File: src/rtl/packet_rx.sv
// RMII receive parser: preamble/SFD lock, MAC/length filter, fixed-size payload
// streamed as AXI-Stream words, CRC-32 FCS check reported on the tlast beat.

module crc_gen (
  input  logic        clk,
  input  logic        rst,
  input  logic        clr,
  input  logic        en,
  input  logic [1:0]  din,
  output logic [31:0] crc
);
  function automatic logic [31:0] step(input logic [31:0] c, input logic b);
    step = (c[0] ^ b) ? ((c >> 1) ^ 32'hEDB8_8320) : (c >> 1);
  endfunction

  // Reflected CRC-32, bit 0 of each dibit is first on the wire
  always_ff @(posedge clk) begin
    if (rst || clr) crc <= 32'hFFFF_FFFF;
    else if (en)    crc <= step(step(crc, din[0]), din[1]);
  end
endmodule

// state    | meaning
// IDLE     | armed, waiting for the first preamble dibit
// PREAMBLE | 01 dibits, 11 marks the SFD tail
// HEADER   | 56 dibits shifted in, destination and length checked on the last
// DATA     | payload dibits, one word per 16 dibits, last word parked
// FCS      | 16 FCS dibits captured, then compared with the running CRC
// DROP     | discard until carrier drops
module packet_rx #(
  parameter logic [47:0] LOCAL_MAC            = 48'h00_18_3E_01_EB_6E,
  parameter int          MII_WIDTH            = 2,
  parameter int          PACKET_PAYLOAD_WORDS = 64,
  parameter int          WORD_BYTES           = 4
) (
  input  logic                    clk,
  input  logic                    rst,
  input  logic                    crs_dv,
  input  logic [MII_WIDTH-1:0]    rxd,
  output logic [WORD_BYTES*8-1:0] m_axis_tdata,
  output logic                    m_axis_tvalid,
  output logic                    m_axis_tlast,
  output logic                    m_axis_tuser,
  input  logic                    m_axis_tready,
  output logic                    frame_good,
  output logic                    frame_err
);
  localparam int WORD_W      = WORD_BYTES * 8;
  localparam int WORD_DIBITS = WORD_BYTES * 4;
  localparam int WB          = $clog2(WORD_DIBITS);
  localparam int DATA_DIBITS = PACKET_PAYLOAD_WORDS * WORD_BYTES * 4;
  localparam int CNT_W       = $clog2(DATA_DIBITS) + 1;

  typedef enum logic [2:0] {
    S_IDLE, S_PREAMBLE, S_HEADER, S_DATA, S_FCS, S_DROP
  } state_t;

  state_t state, state_n;
  logic [CNT_W-1:0] cnt;

  logic                 crs_q;
  logic [MII_WIDTH-1:0] rxd_q;
  logic [111:0]         hdr, hdr_n;
  logic [WORD_W-1:0]    sh, word_n, parked, last_data, out_data;
  logic [31:0]          fcs_rx, fcs_n, crc;
  logic [47:0]          dest;
  logic [15:0]          len_f;
  logic                 hdr_ok, word_end;
  logic                 ovf, any_beat, pend_last, last_user;
  logic                 out_valid, out_last, out_user, free, word_go, last_go;
  logic                 word_load, word_park, fcs_end, trunc;
  logic                 crc_en, crc_clr;

  assign hdr_n    = {rxd_q, hdr[111:2]};
  assign word_n   = {rxd_q, sh[WORD_W-1:MII_WIDTH]};
  assign fcs_n    = {rxd_q, fcs_rx[31:MII_WIDTH]};
  assign word_end = &cnt[WB-1:0];

  // Wire byte k sits in hdr_n[8k+7:8k]; byte 0 is the MAC's most significant byte
  always_comb begin
    dest = '0;
    for (int i = 0; i < 6; i++) dest[47-8*i -: 8] = hdr_n[8*i +: 8];
    len_f = {hdr_n[103:96], hdr_n[111:104]};
  end

  assign hdr_ok = (dest == LOCAL_MAC || dest == 48'hFFFF_FFFF_FFFF) &&
                  (len_f == 16'(PACKET_PAYLOAD_WORDS * WORD_BYTES));

  always_ff @(posedge clk) begin
    if (rst) begin
      state <= S_DROP;
      cnt   <= '0;
    end else begin
      state <= state_n;
      cnt   <= (state_n != state) ? '0 : cnt + 1'b1;
    end
  end

  always_comb begin
    state_n   = state;
    word_load = 1'b0;
    word_park = 1'b0;
    fcs_end   = 1'b0;
    trunc     = 1'b0;
    case (state)
      S_IDLE:
        if (crs_q && rxd_q == 2'b01) state_n = S_PREAMBLE;
      S_PREAMBLE:
        if (!crs_q)               state_n = S_IDLE;
        else if (rxd_q == 2'b11)  state_n = S_HEADER;
        else if (rxd_q != 2'b01)  state_n = S_DROP;
      S_HEADER:
        if (!crs_q)                     state_n = S_IDLE;
        else if (cnt == CNT_W'(55))     state_n = hdr_ok ? S_DATA : S_DROP;
      S_DATA:
        if (!crs_q) begin
          trunc   = any_beat;
          state_n = S_IDLE;
        end else if (word_end) begin
          if (cnt == CNT_W'(DATA_DIBITS - 1)) begin
            word_park = 1'b1;
            state_n   = S_FCS;
          end else begin
            word_load = 1'b1;
          end
        end
      S_FCS:
        if (!crs_q) begin
          trunc   = 1'b1;
          state_n = S_IDLE;
        end else if (cnt == CNT_W'(15)) begin
          fcs_end = 1'b1;
          state_n = S_DROP;
        end
      S_DROP:
        if (!crs_q) state_n = S_IDLE;
      default: state_n = S_DROP;
    endcase
  end

  assign crc_en  = crs_q && (state == S_HEADER || state == S_DATA);
  assign crc_clr = (state == S_IDLE);

  crc_gen u_crc (
    .clk (clk),
    .rst (rst),
    .clr (crc_clr),
    .en  (crc_en),
    .din (rxd_q),
    .crc (crc)
  );

  // A pending tlast beat blocks new words so the frame end is never reordered
  assign free    = !out_valid || m_axis_tready;
  assign word_go = free && !pend_last;
  assign last_go = free && pend_last;

  always_ff @(posedge clk) begin
    if (rst) begin
      crs_q     <= 1'b0;
      rxd_q     <= '0;
      hdr       <= '0;
      sh        <= '0;
      fcs_rx    <= '0;
      parked    <= '0;
      last_data <= '0;
      last_user <= 1'b0;
      pend_last <= 1'b0;
      ovf       <= 1'b0;
      any_beat  <= 1'b0;
      out_valid <= 1'b0;
      out_data  <= '0;
      out_last  <= 1'b0;
      out_user  <= 1'b0;
    end else begin
      crs_q <= crs_dv;
      rxd_q <= rxd;
      if (state == S_HEADER) hdr    <= hdr_n;
      if (state == S_DATA)   sh     <= word_n;
      if (state == S_FCS)    fcs_rx <= fcs_n;
      if (state == S_IDLE) begin
        ovf      <= 1'b0;
        any_beat <= 1'b0;
      end
      if (out_valid && m_axis_tready) out_valid <= 1'b0;
      if (word_load) begin
        if (word_go) begin
          out_valid <= 1'b1;
          out_data  <= word_n;
          out_last  <= 1'b0;
          out_user  <= 1'b0;
          any_beat  <= 1'b1;
        end else begin
          ovf <= 1'b1;
        end
      end else if (last_go) begin
        out_valid <= 1'b1;
        out_data  <= last_data;
        out_last  <= 1'b1;
        out_user  <= last_user;
        pend_last <= 1'b0;
      end
      if (word_park) parked <= word_n;
      if (fcs_end) begin
        pend_last <= 1'b1;
        last_data <= parked;
        last_user <= (fcs_n != ~crc) || ovf;
      end
      if (trunc) begin
        pend_last <= 1'b1;
        last_data <= '0;
        last_user <= 1'b1;
      end
    end
  end

  assign m_axis_tdata  = out_data;
  assign m_axis_tvalid = out_valid;
  assign m_axis_tlast  = out_last;
  assign m_axis_tuser  = out_user;
  assign frame_good    = out_valid && m_axis_tready && out_last && !out_user;
  assign frame_err     = out_valid && m_axis_tready && out_last && out_user;
endmodule
File: config.mk
export PLATFORM = sky130hd
export DESIGN_NAME = packet_rx
export DESIGN_NICKNAME = d
export VERILOG_FILES = /design/src/rtl/packet_rx.sv
export SDC_FILE = /design/constraint.sdc
export NUM_CORES = 1
export LEC_CHECK = 0
export BUFFER_PORTS_ARGS = -buffer_cell sky130_fd_sc_hd__buf_4
export CAP_MARGIN = 10
export CORE_MARGIN = 4
export CORE_UTILIZATION = 61
export DETAILED_ROUTE_END_ITERATION = 12
export MAX_ROUTING_LAYER = met4
export PLACE_DENSITY = 0.84
export SYNTH_ARGS = -nofsm -noshare
export SYNTH_HDL_FRONTEND = slang
export SYNTH_SLANG_ARGS = --single-unit
File: constraint.sdc
create_clock -name clk -period 2.85 [get_ports clk]
set_clock_uncertainty 0.05 [all_clocks]
set_input_delay 0.4275 -clock clk [delete_from_list [all_inputs] [get_ports clk]]
set_output_delay 0.4275 -clock clk [all_outputs]
set_load 0.05 [all_outputs]
==> Word-level counts from Yosys, hierarchy flattened <==
Cells that the tools add are included.
{ "totals": {"ff_bits": 328, "in_bits": 6, "output_inout_bits": 37} }
{ "op_classes": {"add_sub_neg": 1, "n_eq_ne": 18, "n_mux": 54, "n_bitwise": 5, "n_reduce_logical": 26} }
{ "ops": {"columns": ["operator", "count"], "rows": [
  ["2-to-1 mux 32 bit", 5],
  ["== test 48 x 37 -> 1 bit (second input constant)", 1],
  ["== test 48 bit (second input constant)", 1],
  ["2-to-1 mux 3 bit", 13],
  ["2-to-1 mux 1 bit", 34],
  ["!= test 32 bit", 1],
  ["inverter 32 bit", 1],
  ["inverter 13 -> 14 bit", 2],
  ["case mux 3 bit (6 select lines)", 1],
  ["== test 16 x 9 -> 1 bit (second input constant)", 1],
  ["adder 11 x 1 -> 11 bit (second input constant)", 1],
  ["== test 11 x 10 -> 1 bit (second input constant)", 1],
  ["== test 11 x 4 -> 1 bit (second input constant)", 1],
  ["== test 11 x 6 -> 1 bit (second input constant)", 1],
  ["logical AND 1 bit", 9],
  ["== test 3 x 2 -> 1 bit (second input constant)", 2],
  ["== test 3 bit (second input constant)", 2],
  ["logical OR 1 bit", 5],
  ["AND reduction 2 bit", 2],
  ["AND reduction 4 bit", 1],
  ["nonzero test 2 bit", 2],
  ["OR reduction 2 bit", 2],
  ["== test 3 x 1 -> 1 bit (second input constant)", 1],
  ["logical NOT 1 bit", 3],
  ["10 further kinds", 11]
]} }

==> Longest topological paths before layout <==
{ "depth": {"depth_word": 9, "depth_mapped": 10, "mapped_depth_nobuf": 7} }

==> By module <==
Synthesis repeated with hierarchy kept, for this count alone.
{ "hier_totals": {"cells_unflattened": 1614, "area_unflattened_um2": 12771.0} }
{ "by_module_without_submodules": {"columns": ["module", "n_inst", "cells_each", "area_each_um2", "seq_area_each_um2"], "rows": [
  ["packet_rx", 1, 1484, 11367.2, 5805.6],
  ["crc_gen", 1, 130, 1403.8, 640.6]
]} }

==> Least setup slack after synthesis <==
No wires, ideal clock.
{ "synth_timing": {"path_type": "flip-flop to flip-flop", "start": "register cnt[0]", "end": "register last_user", "t_arrival_ps": 2013, "setup_slack_ps": 655, "path_stages_with_launch": 8, "path_buffers": 0, "period_less_slack_ps": 2195, "cell_sequence": "dfxtp_1 -> ha_1 -> nand3_1 -> nor4_2 -> nand4b_4 -> or4_1 -> nor3_1 -> nor3_1"} }
{ "synth_between": {"elab_chain_cells": 5} }
{ "synth_rtl": {"columns": ["item", "line", "source"], "rows": [
  ["start, declared", "59", "logic [CNT_W-1:0] cnt;"],
  ["start signal, assigned", "95", "cnt <= (state_n != state) ? '0 : cnt + 1'b1;"],
  ["== test 11 x 4 -> 1 bit", "131", "end else if (cnt == CNT_W'(15)) begin"],
  ["2-to-1 mux 1 bit", "131", null],
  ["2-to-1 mux 1 bit", "128", "if (!crs_q) begin"],
  ["2-to-1 mux 1 bit", "105", "case (state)"],
  ["nonzero test 2 bit (no line)", null, null],
  ["end signal, assigned", "207", "last_user <= (fcs_n != ~crc) || ovf;"],
  ["end, declared", "69", "logic ovf, any_beat, pend_last, last_user;"]
]} }
Every way passes these cells.
A chain may end at the register's enable or synchronous reset.

==> Worst setup path after layout <==
{ "layout_timing": {"start": "register rxd_q[0]", "end": "register cnt[1]"} }
{ "layout_between": {"elab_chain_cells": 8, "elab_cells_between_ends": 16, "cone_classes": "5 x eq/ne; 8 x mux; 3 x reduce/logical"} }
{ "layout_rtl": {"columns": ["item", "line", "source"], "rows": [
  ["start, declared", "62", "logic [MII_WIDTH-1:0] rxd_q;"],
  ["start signal, assigned", "177", "rxd_q <= rxd;"],
  ["== test 16 x 9 -> 1 bit", "87", "(len_f == 16'(PACKET_PAYLOAD_WORDS * WORD_BYTES));"],
  ["logical AND 1 bit", "86", "assign hdr_ok = (dest == LOCAL_MAC || dest == 48'hFFFF_FFFF_FFFF) &&"],
  ["2-to-1 mux 3 bit (2 in series)", "114", "else if (cnt == CNT_W'(55)) state_n = hdr_ok ? S_DATA : S_DROP;"],
  ["2-to-1 mux 3 bit", "113", "if (!crs_q) state_n = S_IDLE;"],
  ["case mux 3 bit (6 select lines) *", "105", null],
  ["!= test 3 bit *", "95", null],
  ["OR reduction 2 bit (no line) *", null, null]
]} }
Mark *: on every way between the ends. The rest lies on a longest branch, timed or not.

==> flow_metrics.tcl <==
set metrics [dict create \
    run_status "finished clean" \
    drtIter0Drc 768 \
    cts_resized 0 \
    dpl-instance-area_mm2 0.01304 \
    r2r_start "rxd_q[0]" \
    cp-end-kind "flop" \
    final.period_utilization 0.8614 \
    critPathMaxStageDelay_ps 650 \
    clk_latency_ps 570 \
    die_w_um 151.7 \
    vias 10645 \
    grt_first_pass_wirelength_um 46710 \
    yosysMostFrequentCell "nand2_1" \
    max_freq_mhz 407.4 \
    hold_path_depth 2 \
    routabilityCongestion 0.9192 \
    required_ps 3280 \
    avgSynthCellArea_um2 7.928 \
    hpwl_um 16770 \
    ant_nets 0 \
    p_clk_frac 0.447 \
    power_switching_mw 2.041 \
    rrSetupSlack_ps 400 \
    wl_per_cell_um 14.93 \
    netlist_instances 1589 \
    crit_buf_inv 0 \
    synth_edf_count 0 \
    worst_pin_slew_ps 1061 \
    ys_dominant_reg_cell "dfxtp_1" \
    rr_worst_depth 5 \
    syn2layout_area_growth_pct 11.54 \
    period_minus_slack_ps 2455 \
    path_cells "mux2i_1, nor3_1, a2111oi_0, o221ai_1, nor3b_1" \
    setup_violations 0 \
    p_sw_frac 0.2266 \
    critPathSlowestCell "dfxtp_1" \
    ys_types 54 \
    n_fill_cell 1574 \
    ys_seq_elements 322 \
    clock-sinks 322 \
    ys_warn_count 0 \
    hold_ws_ps 50.21 \
    grt_start_max_net_pins 114 \
    tritoncts "built" \
    pin_count 43 \
    antenna_cells 0 \
    design_area_mm2 0.01405 \
    clk_path_buf_depth 3 \
    hp-class "primary input to flop" \
    ys_top_cells_by_count "nand2_1 (562), dfxtp_1 (322), a21oi_1 (260)" \
    p_seq_frac 0.507 \
    min_to "rxd_q[0]" \
    cts_setup_buffers 0 \
    pre_cts_ws_ps 474.8 \
    cts_buffers 31 \
    multi_input_area_mm2 0.005669 \
    firstDrtPassIters 5 \
    slew_viol_final 0 \
    p_int_mw 6.966 \
    layout_setup_ws_ps 395.1 \
    initial_utilization 0.6206 \
    die_h_um 151.7 \
    cp-startpoint "rxd_q[0]" \
    io_buffers 42 \
    antenna_found_initial 0 \
    viasPerCell 5.696 \
    netlist_area_mm2 0.01260 \
    clk_pin_slew_ps 60 \
    drive_above_1_share 0.09506 \
    netlist.area_leader.share 0.5117 \
    cpLargestDelayFamily "compound AO/OA/AOI/OAI gates" \
    grt_pass1_vias 9970 \
    power.share.combinational 0.046 \
    vdd_drop_max_v 0.0005679 \
    fin_setup_tns_ps 0 \
    grt.total_usage 0.2480 \
    hold_viol_final 0 \
    wl_um 27910 \
    critPathLaunchType "flop" \
    rsz0062_at_grt "no" \
    ys_seq_area_frac 0.5117 \
    final_nets 1582 \
    cp.arrival_ps 2880 \
    rr_endpoint "cnt[1]" \
    async_reset_ff_frac 0 \
    path_max_fanout 11 \
    synthTopCellsByArea "dfxtp_1 (51%), nand2_1 (17%), a21oi_1 (10%)" \
    hold_buffers 0 \
    synth_nets 1596 \
    relSlewSlack 0.2924 \
    powerDensity_mw_per_mm2 641.0 \
    rows 52 \
    core_area_mm2 0.02030 \
    h-tree-depth 1 \
    grt.overflow.total 0 \
    seqCellArea_mm2 0.006446 \
    maxCapViolCount 0 \
    p_leak_nw 4.921 \
    yosysTopAreaCell "dfxtp_1" \
    cts_root_buf "clkbuf_16" \
    drc_errors 0 \
    die_area_mm2 0.02302 \
    hold_start "rxd[0]" \
    worstSetupPathType "flop to flop" \
    total_power_mw 9.007 \
]
==> placed cells by master, fill, tap and decap left out, drive strengths merged, types with 16 or more instances in the layout <==
master     n
nand2    563
nand3     23
clkbuf    47
nor2      39
nor3      39
o211ai    20
buf       74
xnor2     51
nor4      16
a21oi    260
dfxtp    322
nand4     20
a2bb2oi   19
==> logic make-up after synthesis <==
| kind of cell | count (synthesis) | synth area share |
|---|---|---|
| AOI/OAI and AO/OA | 347 | 0.1582 |
| xor gates and xnor gates | 63 | 0.04559 |
| adders and majority gates | 1 | 0.0009930 |
| buffers and inverters | 125 | 0.03992 |
| DFF | 322 | 0.5117 |
| muxes | 1 | 0.0007945 |
| and+or+nand+nor | 730 | 0.2428 |
==> routing by layer <==
metal	GRT usage	wire (µm)
met5	-	0
met4	0.08221	777
met1	0.3121	11590
met3	0.03183	1760
met2	0.4167	13780
==> power groups by stage <==
stage               Combinational [mW]  Sequential [mW]  Clock, mW
finish                           0.416             4.57       4.02
global route                     0.445             4.57       4.28
CTS                              0.416             4.57       4.08
detailed placement               0.412             4.67          0
global placement                 0.408             4.67          0
floorplan                        0.211             4.75          0
==> sequential cells by signal, summed over array words and instances, names as in the netlist, 2 cells and up <==
signal / flops
parked: 32
fcs_rx: 30
last_data: 32
rxd_q: 2
u_crc.crc: 32
m_axis_tdata: 32
sh: 30
state: 3
hdr: 110
cnt: 11
==> worst max-delay path by stage <==
stage,end,cells after the start
4_1_cts,cnt[8],6
6_report,cnt[1],5
5_1_grt,cnt[2],6
2_1_floorplan,last_user,7
3_5_place_dp,cnt[8],6
3_3_place_gp,cnt[2],6
==> through the flow <==
step                instances  utilization
detailed placement       1812       0.6424
global placement         1812       0.6424
finish                   1869       0.6922
floorplan                1589            -
CTS                      1869       0.6922
global route             1869       0.6922
==> worst register-to-register path, delay by kind of cell (launching register included) <==
family	cells	cell delay (ps)
muxes	1	310
and+or+nand+nor	2	410
DFF	1	650
AOI/OAI and AO/OA	2	950
==> area by class of cell <==
cell class / count / share of cell area
Tap cell: 270 / 0.02404
Inverter: 4 / 0.001068
Clock buffer: 47 / 0.06518
Multi-Input combinational cell: 1142 / 0.4034
Clock inverter: 10 / 0.006856
Sequential cell: 322 / 0.4587
Timing Repair Buffer: 74 / 0.04069
No activity file was read; power rests on OpenSTA's default activity.
